$ cat config.mk
export PLATFORM = sky130hd
export DESIGN_NAME = keycode_tone_voice
export DESIGN_NICKNAME = d
export VERILOG_FILES = /design/src/rtl/keycode_tone_voice.sv
export SDC_FILE = /design/constraint.sdc
export NUM_CORES = 1
export LEC_CHECK = 0
export CAP_MARGIN = 20
export CORE_MARGIN = 8
export CORE_UTILIZATION = 35
export CTS_CLUSTER_SIZE = 20
export DETAILED_ROUTE_END_ITERATION = 6
export MAX_ROUTING_LAYER = met4
export PLACE_DENSITY = 0.52
export SLEW_MARGIN = 40
export SYNTH_ARGS = -nofsm -noshare
export SYNTH_HDL_FRONTEND = slang
export SYNTH_SLANG_ARGS = --single-unit
$ cat constraint.sdc
create_clock -name clock -period 11.46 [get_ports clock]
set_input_delay 2.292 -clock clock [delete_from_list [all_inputs] [get_ports clock]]
set_output_delay 2.292 -clock clock [all_outputs]
set_load 0.1 [all_outputs]
$ cat src/rtl/keycode_tone_voice.sv
// -----------------------------------------------------------------------------
// keycode_tone_voice
//
// Voice stage that follows the scripted-melody sequencer. Every change on the
// incoming scan-code stream is an event: a note code retriggers a pitched
// square wave with a linear attack, and the release code 8'hf0 starts a linear
// release. The envelope and the phase accumulator advance once per
// sample_tick. One signed 16-bit sample is produced per tick, one clock later.
//
// Ports
//   clock        in   1   system clock, all state on posedge
//   k_tr         in   1   asynchronous active-low reset
//   key_code     in   8   scan code from the sequencer (held for many clocks)
//   sample_tick  in   1   one-clock audio sample strobe
//   sample       out  16  signed audio sample (+/- env*128, 0 when idle)
//   env          out  8   current envelope level
//   note_on      out  1   high while the voice is attacking or sustaining
//   busy         out  1   high while the voice is not idle
// -----------------------------------------------------------------------------
module keycode_tone_voice #(
    parameter int ACC_W    = 24,
    parameter int ATK_STEP = 8,
    parameter int REL_STEP = 2
) (
    input  logic               clock,
    input  logic               k_tr,
    input  logic [7:0]         key_code,
    input  logic               sample_tick,
    output logic signed [15:0] sample,
    output logic [7:0]         env,
    output logic               note_on,
    output logic               busy
);

    typedef enum logic [1:0] {
        ST_IDLE    = 2'd0,
        ST_ATTACK  = 2'd1,
        ST_SUSTAIN = 2'd2,
        ST_RELEASE = 2'd3
    } state_t;

    localparam logic [7:0] KEY_RELEASE = 8'hf0;
    localparam logic [7:0] ENV_MAX     = 8'd255;

    // True when the scan code is one of the eight playable notes.
    function automatic logic code_is_note(input logic [7:0] code);
        logic hit;
        case (code)
            8'h2b, 8'h34, 8'h33, 8'h3b,
            8'h42, 8'h4b, 8'h4c, 8'h52: hit = 1'b1;
            default:                    hit = 1'b0;
        endcase
        return hit;
    endfunction

    // Phase increment per sample for each note (48 kHz sample rate, 24-bit
    // accumulator); unmapped codes return zero and are never loaded.
    function automatic logic [ACC_W-1:0] code_to_inc(input logic [7:0] code);
        logic [ACC_W-1:0] val;
        case (code)
            8'h2b:   val = ACC_W'(24'd91447);
            8'h34:   val = ACC_W'(24'd102642);
            8'h33:   val = ACC_W'(24'd115214);
            8'h3b:   val = ACC_W'(24'd122065);
            8'h42:   val = ACC_W'(24'd137014);
            8'h4b:   val = ACC_W'(24'd153791);
            8'h4c:   val = ACC_W'(24'd172624);
            8'h52:   val = ACC_W'(24'd182889);
            default: val = '0;
        endcase
        return val;
    endfunction

    state_t             state_r;
    state_t             state_s;
    logic [7:0]         key_prev_r;
    logic [ACC_W-1:0]   inc_r;
    logic [ACC_W-1:0]   inc_s;
    logic [ACC_W-1:0]   phase_r;
    logic [ACC_W-1:0]   phase_s;
    logic [7:0]         env_r;
    logic [7:0]         env_s;
    logic               tick_d_r;
    logic signed [15:0] sample_r;
    logic signed [15:0] sample_s;
    logic               note_on_r;
    logic               busy_r;

    logic               event_s;
    logic [8:0]         env_sum_s;
    logic [15:0]        mag_s;

    assign event_s = (key_code != key_prev_r);

    // Next-state logic: apply the key event first, then the per-tick envelope
    // and phase step using the post-event state and increment.
    always_comb begin
        state_s   = state_r;
        inc_s     = inc_r;
        phase_s   = phase_r;
        env_s     = env_r;
        env_sum_s = {1'b0, env_r} + 9'(ATK_STEP);

        if (event_s) begin
            if (code_is_note(key_code)) begin
                // Retrigger keeps the current level; only a fresh note from
                // silence restarts the waveform at phase zero.
                if (state_r == ST_IDLE) begin
                    phase_s = '0;
                end else begin
                    phase_s = phase_r;
                end
                state_s = ST_ATTACK;
                inc_s   = code_to_inc(key_code);
            end else if ((key_code == KEY_RELEASE) &&
                         ((state_r == ST_ATTACK) || (state_r == ST_SUSTAIN))) begin
                state_s = ST_RELEASE;
            end else begin
                state_s = state_r;
            end
        end else begin
            state_s = state_r;
        end

        if (sample_tick) begin
            case (state_s)
                ST_ATTACK: begin
                    if (env_sum_s >= {1'b0, ENV_MAX}) begin
                        env_s   = ENV_MAX;
                        state_s = ST_SUSTAIN;
                    end else begin
                        env_s   = env_sum_s[7:0];
                    end
                    phase_s = phase_s + inc_s;
                end
                ST_SUSTAIN: begin
                    env_s   = ENV_MAX;
                    phase_s = phase_s + inc_s;
                end
                ST_RELEASE: begin
                    if (env_r <= 8'(REL_STEP)) begin
                        env_s   = 8'd0;
                        state_s = ST_IDLE;
                        phase_s = '0;
                    end else begin
                        env_s   = env_r - 8'(REL_STEP);
                        phase_s = phase_s + inc_s;
                    end
                end
                ST_IDLE: begin
                    env_s = env_r;
                end
                default: begin
                    env_s   = 8'd0;
                    state_s = ST_IDLE;
                end
            endcase
        end else begin
            env_s = env_r;
        end
    end

    // Sample value from the state updated on the tick edge: +/- env*128 by the
    // accumulator MSB, silent when idle; it only refreshes the clock after a tick.
    always_comb begin
        mag_s    = {1'b0, env_r, 7'd0};
        sample_s = sample_r;
        if (tick_d_r) begin
            if (state_r == ST_IDLE) begin
                sample_s = 16'sd0;
            end else if (phase_r[ACC_W-1]) begin
                sample_s = $signed(mag_s);
            end else begin
                sample_s = $signed(16'd0 - mag_s);
            end
        end else begin
            sample_s = sample_r;
        end
    end

    // State, envelope, phase and registered outputs.
    always_ff @(posedge clock or negedge k_tr) begin
        if (!k_tr) begin
            state_r    <= ST_IDLE;
            key_prev_r <= KEY_RELEASE;
            inc_r      <= '0;
            phase_r    <= '0;
            env_r      <= 8'd0;
            tick_d_r   <= 1'b0;
            sample_r   <= 16'sd0;
            note_on_r  <= 1'b0;
            busy_r     <= 1'b0;
        end else begin
            state_r    <= state_s;
            key_prev_r <= key_code;
            inc_r      <= inc_s;
            phase_r    <= phase_s;
            env_r      <= env_s;
            tick_d_r   <= sample_tick;
            sample_r   <= sample_s;
            note_on_r  <= (state_s == ST_ATTACK) || (state_s == ST_SUSTAIN);
            busy_r     <= (state_s != ST_IDLE);
        end
    end

    assign sample  = sample_r;
    assign env     = env_r;
    assign note_on = note_on_r;
    assign busy    = busy_r;

endmodule

Word level (Yosys, flattened, before mapping)
Index checks and enable logic that the tools add are counted.
- $add $sub $neg: 4
- magnitude comparators: 2
- equal/unequal tests: 17
- muxes and demuxes: 23
- bitwise operators: 1
- reductions and logical operators: 9
- operator list (operator ; count):
    2-to-1 mux 24 bit ; 7
    case mux 18 bit (8 select lines) ; 1
    case mux 24 bit (2 select lines) ; 1
    equality test 8 x 6 -> 1 bit, second input constant ; 4
    equality test 8 x 7 -> 1 bit, second input constant ; 4
    2-to-1 mux 16 bit ; 2
    adder 24 bit ; 1
    case mux 8 bit (3 select lines) ; 1
    2-to-1 mux 8 bit ; 2
    subtractor 1 x 15 -> 16 bit, first input constant ; 1
    2-to-1 mux 2 bit ; 6
    adder 8 x 4 -> 9 bit, second input constant ; 1
    >= comparator 9 x 8 -> 1 bit, second input constant ; 1
    equality test 2 bit, second input constant ; 4
    equality test 8 bit, second input constant ; 1
    less-or-equal comparator 8 x 2 -> 1 bit, second input constant ; 1
    inequality test 8 bit ; 1
    OR reduction 8 bit ; 1
    subtractor 8 x 2 -> 8 bit, second input constant ; 1
    equality test 2 x 1 -> 1 bit, second input constant ; 3
    logical NOT 2 bit ; 2
    case mux 2 bit (2 select lines) ; 1
    logical OR 1 bit ; 2
    2-to-1 mux 1 bit ; 2
    5 further kinds ; 5
- flip-flop bits (word level): 85
- bits of input ports: 11

Depth between registers and ports, before layout
Gate-level depths: netlist (run 1).
- depth in word-level cells: 11
- gate-level depth with buffers: 20
- gate-level depth less buffers: 17

Worst setup path before layout (run 1)
Ideal clock, no wire load.
- kind: input to register
- from: in key_code[1]
- to: reg phase_r[18]
- arrival: 6.325 ns
- data required time: 11.336 ns
- setup slack: 5.011 ns
- stages on the path: 19
- path through: buf_6 or4b_1 a2111o_1 a21boi_4 nor2_2 buf_4 clkbuf_1 nand2_1 nand2_1 ha_1 inv_1 fa_1 a2111oi_4 a211oi_2 o31ai_4 a311oi_4 o21ai_2 mux2i_1 a211o_1
- word-level cells in the longest chain between the ends: 10
- elaborated cells between the ends (all ways): 30
- those cells by class: add/sub (1); eq/ne (13); mux (13); reduce/logical (3)
- ends and longest elaborated chain (element ; line ; RTL):
    from (decl) ; 27 ; input logic [7:0] key_code,
    equality test 8 x 7 -> 1 bit / equality test 8 x 6 -> 1 bit (equally long branches) ; 48, 60 ;
    OR reduction 8 bit ; 48 ; case (code)
    2-to-1 mux 1 bit ; 48 ;
    2-to-1 mux 1 bit ; 104 ; if (event_s) begin
    2-to-1 mux 24 bit ; 105 ; if (code_is_note(key_code)) begin
    2-to-1 mux 24 bit (*) ; 104 ;
    named net inc_s[0] ; 78 ; logic [ACC_W-1:0] inc_s;
    adder 24 bit (*) ; 134, 138, 147 ;
    2-to-1 mux 24 bit ; 141 ; if (env_r <= 8'(REL_STEP)) begin
    case mux 24 bit (2 select lines) (*) ; 126 ; case (state_s)
    2-to-1 mux 24 bit (*) ; 125 ; if (sample_tick) begin
    named net phase_s[18] ; 80 ; logic [ACC_W-1:0] phase_s;
    to (signal assigned) ; 197 ; phase_r <= phase_s;
    to (decl) ; 79 ; logic [ACC_W-1:0] phase_r;
Mark *: on every way through the listed nets, which the timed path passes. The rest lies on a longest branch. The select of a mux whose other input is x is not followed.
A chain may end at the register's enable or synchronous reset.

Final worst setup path (run 1)
- from: in key_code[3]
- to: reg phase_r[18]
Same word-level chain as after synthesis.

==> run metrics, run 1 <==
status completed; fin util 0.396; Die W 143 um; final worst path period need 7.29 ns; RSZ-0062 raised after global routing false; Endpoint, Worst Hold inc_r[23]; cell area after synthesis around 0.0057 mm2; # clock sinks ~80; commonest non-fill, non-tap cell in the layout dfrtp_1; DRC 0; first-pass GRT wire length between 20000 and 25000 um; number of global-route vias before repair around 4600; Routed Antenna Nets 0; cell count after synthesis between 600 and 700; hold crit path type flip-flop to flip-flop; GRT Residual Overflow 0; Worst Path Required 11.70 ns; Min Hold Slack approximately 0.48 ns; Root Driver clkbuf_16; Rows between 40 and 50; yosys warns 0; dpl ws 3.66 ns; worst r2r src key_prev_r[6]; Final nets 692; #FFs+latches synth between 70 and 80; CTS Buffer Depth 2; Max Clk Rate ~140 MHz; WS Path Type primary input to flip-flop; PwrDens ~140 mW/mm2; post-synth top area share 0.328; setup bufs post-CTS 0; WL final 14500 um; Total GRT Usage 0.151; EDFF count, synth 0; final-report setup violation count 0; Peak VDD IR around 75 uV; commonest non-fill, non-tap cells in the layout 74 x dfrtp_1, 56 x nand2_1, 50 x a21oi_1; die area roughly 0.020 mm2; synth-to-layout area growth 10.8%; Tightest Pin Transition a little over 0.8 ns; Clock Latency Late Sink roughly 0.35 ns; syn avg cell area between 8 and 9 um2; Port Buffers 29; worst setup margin ~4.2 ns; asr flop ratio synth 1.00; Core Area approximately 0.016 mm2; normalized max-slew margin 0.444; CTS tree built; Critical Path Fanout Max 20; io pins 37; P_leak 2.82 nW; via count 4635; crit path cell chain clkdlybuf4s50_1 -> or4b_1 -> a211o_1 -> o21ai_2 -> nand2_1 -> nand2_1 -> nand2_1 -> ha_1 -> inv_1 -> fa_1 -> nor2_1 -> a211oi_2 -> o31ai_4 -> a311oi_4 -> o21ai_2 -> mux2i_1 -> a211o_1; drt first pass iters 5; largest cells by area after synthesis dfrtp_1 33%, ha_1 8.4%, a21oi_1 4.4%; max incr delay on CP just under 0.8 ns; crit path capture type flip-flop; worst hold path startpoint inc_r[23]; Final HPWL DP between 10000 and 15000 um; fin crit share 0.636; synth unique cells about 80; initial antenna violation count 0; R2R depth 16; critical path arrival 7.53 ns; clk slew on worst S/H paths around 0.070 ns; H-tree levels 3; Worst Clk Skew ~0.0041 ns; largest net degree at the start of global routing 79; Cells on Worst Hold Path 2; Die H approximately 140 um; detail-routed via count per cell 5.37; routability cong. around 0.9; r2r endpoint phase_r[18]; Starting Density 0.357; total negative slack 0 ns; drt wl/cell 16.8 um; CTS Hold Buffers Added 0; R2R Setup Slk ~6.6 ns; Initial DRC Count approximately 250; Seq/Total Area, Yosys 0.346; fraction of layout cells with a size suffix above 1 0.116; Buf/Inv on CP 2; Critical Path Stages 17; CP max stage cell clkdlybuf4s50_1; total CTS buffers 9; n_diodes 0; crit start category primary input; Fin. Hold Viols 0; Max-cap violations 0; cell family with most CP delay compound AO/OA/AOI/OAI gates; Yosys top cell by area dfrtp_1; Crit path top cell by count nand2_1; number of gates resized after cts 0; Main synth FF type dfrtp_1; fin. max-slew vios 0
per-layer routing:
layer  global-route usage  wire length (um)
met4               0.0397               182
met3               0.0334               651
met1                0.198              7120
met2                0.230              6550
met5                    -                 0
flip-flops by register name, indices dropped and copies added, names as in the netlist, named ones only:
signal and flops:
busy 1, tick_d_r 1, key_prev_r 8, note_on 1, sample 9, env 8, phase_r 24, state_r 2
inc_r 23
final cells by class:
| cell class | count | area [um2] |
|---|---|---|
| Tap cell | 216 | 270 |
| Fill cell | 1606 | 9560 |
| Timing Repair Buffer | 30 | 206 |
| Clock buffer | 9 | 225 |
| Multi-Input combinational cell | 480 | 3390 |
| Clock inverter | 7 | 55.1 |
| Sequential cell | 78 | 1960 |
| Inverter | 43 | 161 |
through the flow:
step,instances,total power [mW],cell area (um2)
floorplan,636,0.550,5670
global placement,847,0.618,6060
detailed placement,847,0.609,5970
CTS,863,0.895,6250
global route,863,0.934,6260
finish,863,0.884,6260
where the power goes:
group	total (mW)	switching [mW]	leakage, nW	internal [mW]
registers	0.326	0.0262	1.04	0.299
logic	0.279	0.198	1.65	0.0807
clock network	0.280	0.130	0.139	0.150
total	0.884	0.354	2.82	0.530
tightest hold or removal path, stage by stage (launching register included):
cell and delay, ns:
dfrtp_1 0.32, nand2_1 0.07, inv_1 0.05
cell families (layout without fill, tap and decap cells):
kind of cell | after synthesis | count (layout) | share of synthesized area
AO/OA/AOI/OAI | 197 | 197 | 0.254
XOR/XNOR | 38 | 38 | 0.0589
adder cells (fa/ha/maj) | 40 | 40 | 0.0894
buffers and inverters | 78 | 89 | 0.0607
flip-flops | 78 | 78 | 0.346
multiplexers | 6 | 6 | 0.0111
other | 1 | 7 | 0.000664
AND/OR/NAND/NOR | 192 | 192 | 0.179
synth_stat cells (4+ instances only):
library cell,instances
a211oi_1,4
a21o_1,8
a21oi_1,50
a22o_1,14
a31oi_1,11
and2_1,29
and3_1,4
buf_2,4
buf_4,8
clkbuf_1,21
dfrtp_1,74
dfstp_2,4
ha_1,38
inv_1,43
mux2i_1,4
nand2_1,57
nand2b_1,7
nand3_1,14
nand4_1,6
nor2_1,32
nor2b_1,9
nor3_1,5
nor3b_1,4
nor4_1,4
o211ai_1,6
o21ai_0,29
o21ai_1,5
o21ai_2,5
o21bai_1,9
o22ai_1,12
xnor2_1,26
xor2_1,12
worst max path at each step:
stage | to | slack (ns) | startpoint
finish | phase_r[18] | 4.17 | key_code[3]
global placement | phase_r[23] | 3.79 | key_code[3]
detailed placement | phase_r[23] | 3.66 | key_code[3]
floorplan | phase_r[18] | 5.01 | key_code[1]
global route | phase_r[18] | 3.88 | key_code[3]
CTS | phase_r[23] | 4.03 | key_code[3]
Note: power is estimated with default switching activity, not from simulation.
==> run 2, diff against run 1 <==
==> constraint.sdc (replaced) <==
create_clock -name clock -period 7.4 [get_ports clock]
set_input_delay 1.48 -clock clock [delete_from_list [all_inputs] [get_ports clock]]
set_output_delay 1.48 -clock clock [all_outputs]
set_load 0.1 [all_outputs]
==> run metrics, run 2 (synthesis gave the netlist of run 1 again) <==
fraction of layout cells with a size suffix above 1 0.122 (+0.00640); RSZ-0062 raised after global routing false; filler cell count 1611 (+0.31%); R2R depth 15 (-1); routability cong. 0.860 (-4.7%); Endpoint, Worst Hold inc_r[23]; fin crit share 0.838; first-pass GRT wire length 24300 um (+1.4%); Final nets 699 (+1.0%); r2r endpoint phase_r[16]; # clock sinks 78 (unchanged); PwrDens 217 mW/mm2 (+54%); worst hold path startpoint inc_r[23]; number of global-route vias before repair 4649 (+1.1%); critical path arrival 6.44 ns (-1.09 ns); worst setup margin 1.20 ns (-2.97 ns); Clock Latency Late Sink 0.35 ns (about the same); GRT Residual Overflow 0 (unchanged); max incr delay on CP 0.68 ns (-0.09 ns); die area 0.0205 mm2 (unchanged); CTS Hold Buffers Added 0 (unchanged); fin util 0.399 (+0.00300); normalized max-slew margin 0.532 (+0.0875); commonest non-fill, non-tap cells in the layout 74 x dfrtp_1, 57 x nand2_1, 50 x a21oi_1; Die W 143 um (unchanged); CTS tree built; crit path cell chain clkdlybuf4s50_1 -> or4b_1 -> a2111o_1 -> a21boi_4 -> nor2_2 -> nand3b_1 -> o22ai_1 -> inv_1 -> ha_1 -> a21oi_1 -> o21bai_1 -> o221ai_2 -> a31o_1 -> o311a_4 -> o2111ai_1 -> nand4_1 -> a32o_1; number of gates resized after cts 0 (unchanged); worst r2r src key_prev_r[0]; final cell count without fillers 870 (+0.81%); max reg flops 24 (unchanged); Tightest Pin Transition 0.702 ns (-0.129 ns); Critical Path Fanout Max 15 (-25%); crit start category primary input; WS Path Type primary input to flip-flop; Rows 46 (unchanged); P_leak 2.84 nW (+0.77%); Port Buffers 29 (unchanged); Max-cap violations 0 (unchanged); Peak VDD IR 116 uV (+53%); Final Cell Area 0.00631 mm2 (+0.76%); n_diodes 0 (unchanged); fin. max-slew vios 0 (unchanged); Die H 143 um (unchanged); Reg with most FFs phase_r; Final HPWL DP 10600 um (+0.55%); final-report setup violation count 0 (unchanged); WL final 14700 um (+1.1%); Buf/Inv on CP 2 (unchanged); detail-routed via count per cell 5.34 (-0.50%); DRC 0 (unchanged); Total GRT Usage 0.153 (+0.00234); via count 4649 (+0.30%); total negative slack 0 ns (unchanged); commonest non-fill, non-tap cell in the layout dfrtp_1; Initial DRC Count 329 (+33%); CTS Buffer Depth 2 (unchanged); Fin. Hold Viols 0 (unchanged); dpl ws 0.818 ns (-2.85 ns); hold crit path type flip-flop to flip-flop; R2R Setup Slk 2.99 ns (-3.59 ns); Cells on Worst Hold Path 2 (unchanged); cell family with most CP delay compound AO/OA/AOI/OAI gates; Max Clk Rate approximately 160 MHz; io pins 37 (unchanged); final worst path period need about 6.2 ns; Starting Density 0.357 (unchanged); drt wl/cell 16.9 um (+0.30%); Placed Area 0.00602 mm2 (+0.84%); initial antenna violation count 0 (unchanged); Routed Antenna Nets 0 (unchanged); total CTS buffers 9 (unchanged); clk slew on worst S/H paths 0.06 ns (about the same); drt first pass iters 5 (unchanged); setup bufs post-CTS 0 (unchanged); status completed; CP max stage cell clkdlybuf4s50_1; Worst Path Required 7.64 ns (-4.06 ns); Worst Clk Skew 0.00572 ns (+0.00161 ns); Core Area 0.0158 mm2 (unchanged); Root Driver clkbuf_16; H-tree levels 3 (unchanged); largest net degree at the start of global routing 79 (unchanged); synth-to-layout area growth 11.7%; placed cells 854 (+0.83%); crit path capture type flip-flop
## run 2: per-stage QoR
| stage | hold slack (ns) | total power, mW |
|---|---|---|
| after CTS | 0.481 | 1.38 |
| after floorplan | 0.440 | 0.851 |
| after detailed placement | 0.465 | 0.950 |
| final | 0.475 | 1.37 |
| after global routing | 0.515 | 1.45 |
| after global placement | 0.459 | 0.960 |
## run 2: area by class of cell
cell class | count | area (um2) | area share
Clock inverter | 5 | 36.3 | 0.00575
Tap cell | 216 | 270 | 0.0428
Timing Repair Buffer | 37 | 259 | 0.0410
Clock buffer | 11 | 243 | 0.0385
Inverter | 43 | 161 | 0.0256
Sequential cell | 78 | 1960 | 0.310
Multi-Input combinational cell | 480 | 3390 | 0.536
## run 2: worst max-delay path by stage
stage                           start     endpoint  slack, ns  depth (start not counted)
after floorplan           key_code[1]  phase_r[18]       1.76                         19
after global placement    key_code[0]  phase_r[22]       0.89                         16
after detailed placement  key_code[0]  phase_r[16]       0.82                         16
after CTS                 key_code[0]  phase_r[16]       1.17                         16
after global routing      key_code[0]  phase_r[21]       0.87                         18
final                     key_code[0]  phase_r[23]       1.20                         17
## run 2: per-layer routing
metal | vias to the layer above | wire (um) | track usage
met3 | 16 | 584 | 0.0290
li1 | 2284 | - | -
met2 | 94 | 6590 | 0.228
met4 | 0 | 248 | 0.0509
met5 | - | 0 | -
met1 | 2255 | 7240 | 0.205
## run 2: power breakdown
part | total [mW] | internal (mW) | switching, mW | leakage [nW]
clock | 0.426 | 0.237 | 0.189 | 0.128
sequential | 0.506 | 0.464 | 0.0418 | 1.04
combinational | 0.439 | 0.127 | 0.312 | 1.68
total | 1.37 | 0.827 | 0.543 | 2.84
## run 2: worst reg2reg max path: stages (launching register included)
cell and delay (ns):
dfrtp_1 0.37, xor2_1 0.16, nor4_2 0.56, a21oi_1 0.26, nand2_1 0.36, and2_1 0.21
ha_1 0.17, inv_1 0.05, fa_1 0.46, a2111oi_4 0.36, a211oi_2 0.12, o31ai_4 0.40
a311oi_4 0.20, o41ai_2 0.31, xnor2_1 0.11, a22o_1 0.20
==> run 3, diff against run 2 <==
--- a/config.mk
+++ b/config.mk
@@ -11,7 +11,7 @@
 export CTS_CLUSTER_SIZE = 20
 export DETAILED_ROUTE_END_ITERATION = 6
 export MAX_ROUTING_LAYER = met4
-export PLACE_DENSITY = 0.52
+export PLACE_DENSITY = 0.54
 export SLEW_MARGIN = 40
 export SYNTH_ARGS = -nofsm -noshare
 export SYNTH_HDL_FRONTEND = slang
==> constraint.sdc (replaced) <==
create_clock -name clock -period 5.23 [get_ports clock]
set_input_delay 1.046 -clock clock [delete_from_list [all_inputs] [get_ports clock]]
set_output_delay 1.046 -clock clock [all_outputs]
set_load 0.1 [all_outputs]
==> run metrics, run 3 (synthesis gave the netlist of run 1 again) <==
Final nets 779 (+11%); P_leak 3.26 nW (+15%); final worst path period need roughly 5 ns; filler cell count 1536 (-4.7%); fin util 0.441 (+0.0418); normalized max-slew margin 0.450 (-0.0818); Peak VDD IR 137 uV (+19%); PwrDens 300 mW/mm2 (+38%); GRT busiest layer met2; Final Cell Area 0.00697 mm2 (+10%); largest net degree at the start of global routing 79 (unchanged); commonest non-fill, non-tap cells in the layout 87 x buf_4, 74 x dfrtp_1, 57 x nand2_1; register cell area after layout 0.00196 mm2 (unchanged); Initial DRC Count 298 (-9.4%); final-report setup violation count 0 (unchanged); Starting Density 0.357 (unchanged); Port Buffers 29 (unchanged); commonest non-fill, non-tap cell in the layout buf_4; GRT met3 Usage 0.0314 (+0.00234); RSZ-0062 raised after global routing false; Logic pwr share 0.325 (+0.005); worst setup margin 0.253 ns (-0.948 ns); Worst Clk Skew 0.00697 ns (+0.00125 ns); Worst Path Required 5.45 ns (-2.19 ns); # clock sinks 78 (unchanged); crit path capture type flip-flop; Total GRT Usage 0.164 (+0.0103); fraction of layout cells with a size suffix above 1 0.218 (+0.0957); sequential share of power 0.342 (-0.027); drt first pass iters 4 (-1); max reg flops 24 (unchanged); die area 0.0205 mm2 (unchanged); worst r2r src key_prev_r[6]; Clock Latency Late Sink 0.34 ns (about the same); design internal power 1.31 mW (+58%); routability cong. 0.910 (+5.8%); fin crit share 0.952; worst hold path startpoint inc_r[10]; via count 4965 (+6.8%); Sw Ratio 0.375 (-0.0216); hold crit path type flip-flop to flip-flop; r2r endpoint phase_r[22]; fin. max-slew vios 0 (unchanged); Final HPWL DP 11800 um (+11%); Clock Power Share 0.332 (+0.021); first-pass GRT wire length 25900 um (+6.4%); Die W 143 um (unchanged); Endpoint, Worst Hold inc_r[10]; critical path arrival 5.20 ns (-1.24 ns); drt wl/cell 16.2 um (-3.9%); n_diodes 0 (unchanged); number of global-route vias before repair 5010 (+7.8%); GRT Residual Overflow 0 (unchanged); R2R depth 16 (+1); Core Area 0.0158 mm2 (unchanged); Reg with most FFs phase_r; Tightest Pin Transition 0.823 ns (+0.121 ns); switching power 783 uW (+44%); Max Clk Rate about 200 MHz; WS Path Type primary input to flip-flop; CTS Buffer Depth 2 (unchanged); H-tree levels 3 (unchanged); GR Layer Usage met1 0.208 (+0.00334); Placed Area 0.00663 mm2 (+10%); status completed; crit path launch key_code[0]; CTS tree built; multi-input gate area in the final layout 0.00339 mm2 (+0.11%); Root Driver clkbuf_16; clk slew on worst S/H paths 0.06 ns (about the same); DRC 0 (unchanged); WL final 15400 um (+5.0%); total CTS buffers 9 (unchanged); R2R Setup Slk 1.35 ns (-1.64 ns); Critical Path Fanout Max 6 (-9); Rows 46 (unchanged); Die H 143 um (unchanged); io pins 37 (unchanged); crit start category primary input; met2 usage 0.260 (+0.0322); Max-cap violations 0 (unchanged); Routed Antenna Nets 0 (unchanged); CTS Hold Buffers Added 0 (unchanged); Fin. Hold Viols 0 (unchanged); synth-to-layout area growth 23.4%; initial antenna violation count 0 (unchanged); Cells on Worst Hold Path 2 (unchanged); detail-routed via count per cell 5.23 (-2.2%); dpl ws -0.253 ns (-1.07 ns)
-- run 3: cell types whose count changed in the layout (fill, tap and decap cells not counted), sizes merged --
cell      previous run  this run
buf                 27       107
bufinv               0         2
clkbuf              12        11
clkinv               2         3
clkinvlp             3         0
inv                 43        44
-- run 3: per-layer routing --
metal / part of all wire / vias up / routed length [um]
met5: 0 / - / 0
met4: 0.013 / 0 / 193
met3: 0.037 / 16 / 576
met2: 0.47 / 79 / 7190
met1: 0.48 / 2422 / 7440
li1: - / 2448 / -
-- run 3: timing repair --
action,in CTS,in global routing
buffers inserted,0,1
gates resized for setup,0,4
setup endpoints to repair,0,11
-- run 3: through the flow --
stage | hold slack [ns] | total power, mW | TNS, ns | std cells
after CTS | 0.485 | 2.11 | 0 | 949
after global routing | 0.522 | 2.21 | 0 | 950
after detailed placement | 0.472 | 1.40 | -1.62 | 933
after global placement | 0.463 | 1.41 | -0.940 | 933
after floorplan | 0.440 | 1.20 | 0 | 636
final | 0.476 | 2.09 | 0 | 950
-- run 3: final cells by class --
type / count / share of cell area
sequential: 78 / 0.281
inverter: 43 / 0.0231
multi-input combinational: 480 / 0.486
tap: 216 / 0.0388
clock inverter: 6 / 0.0136
timing repair buffer: 117 / 0.125
clock buffer: 10 / 0.0328
-- run 3: power by group through the flow --
stage | clock network, mW | registers [mW] | logic [mW]
after floorplan | 0 | 0.841 | 0.363
after global placement | 0 | 0.725 | 0.688
after detailed placement | 0 | 0.727 | 0.677
after CTS | 0.714 | 0.716 | 0.680
after global routing | 0.747 | 0.725 | 0.741
final | 0.695 | 0.716 | 0.679
-- run 3: critical path, stage by stage --
cell and delay (ns):
clkdlybuf4s50_1 0.46, or4b_1 0.52, a2111o_1 0.45, a21boi_4 0.16, nor2_4 0.15, nand2_1 0.10
nand2_1 0.09, ha_1 0.19, inv_1 0.07, fa_1 0.44, a2111oi_4 0.27, a211oi_2 0.12
o31ai_4 0.27, a311oi_4 0.21, o211ai_1 0.33, mux2i_1 0.24, o21ai_1 0.08
-- run 3: worst max-delay path by stage --
stage             endpoint  slack [ns]  cells past startpoint
2_1_floorplan  phase_r[18]        0.03                     19
3_3_place_gp   phase_r[22]       -0.19                     17
3_5_place_dp   phase_r[22]       -0.25                     17
4_1_cts        phase_r[22]        0.07                     17
5_1_grt        phase_r[20]        0.02                     23
6_report       phase_r[22]        0.25                     17
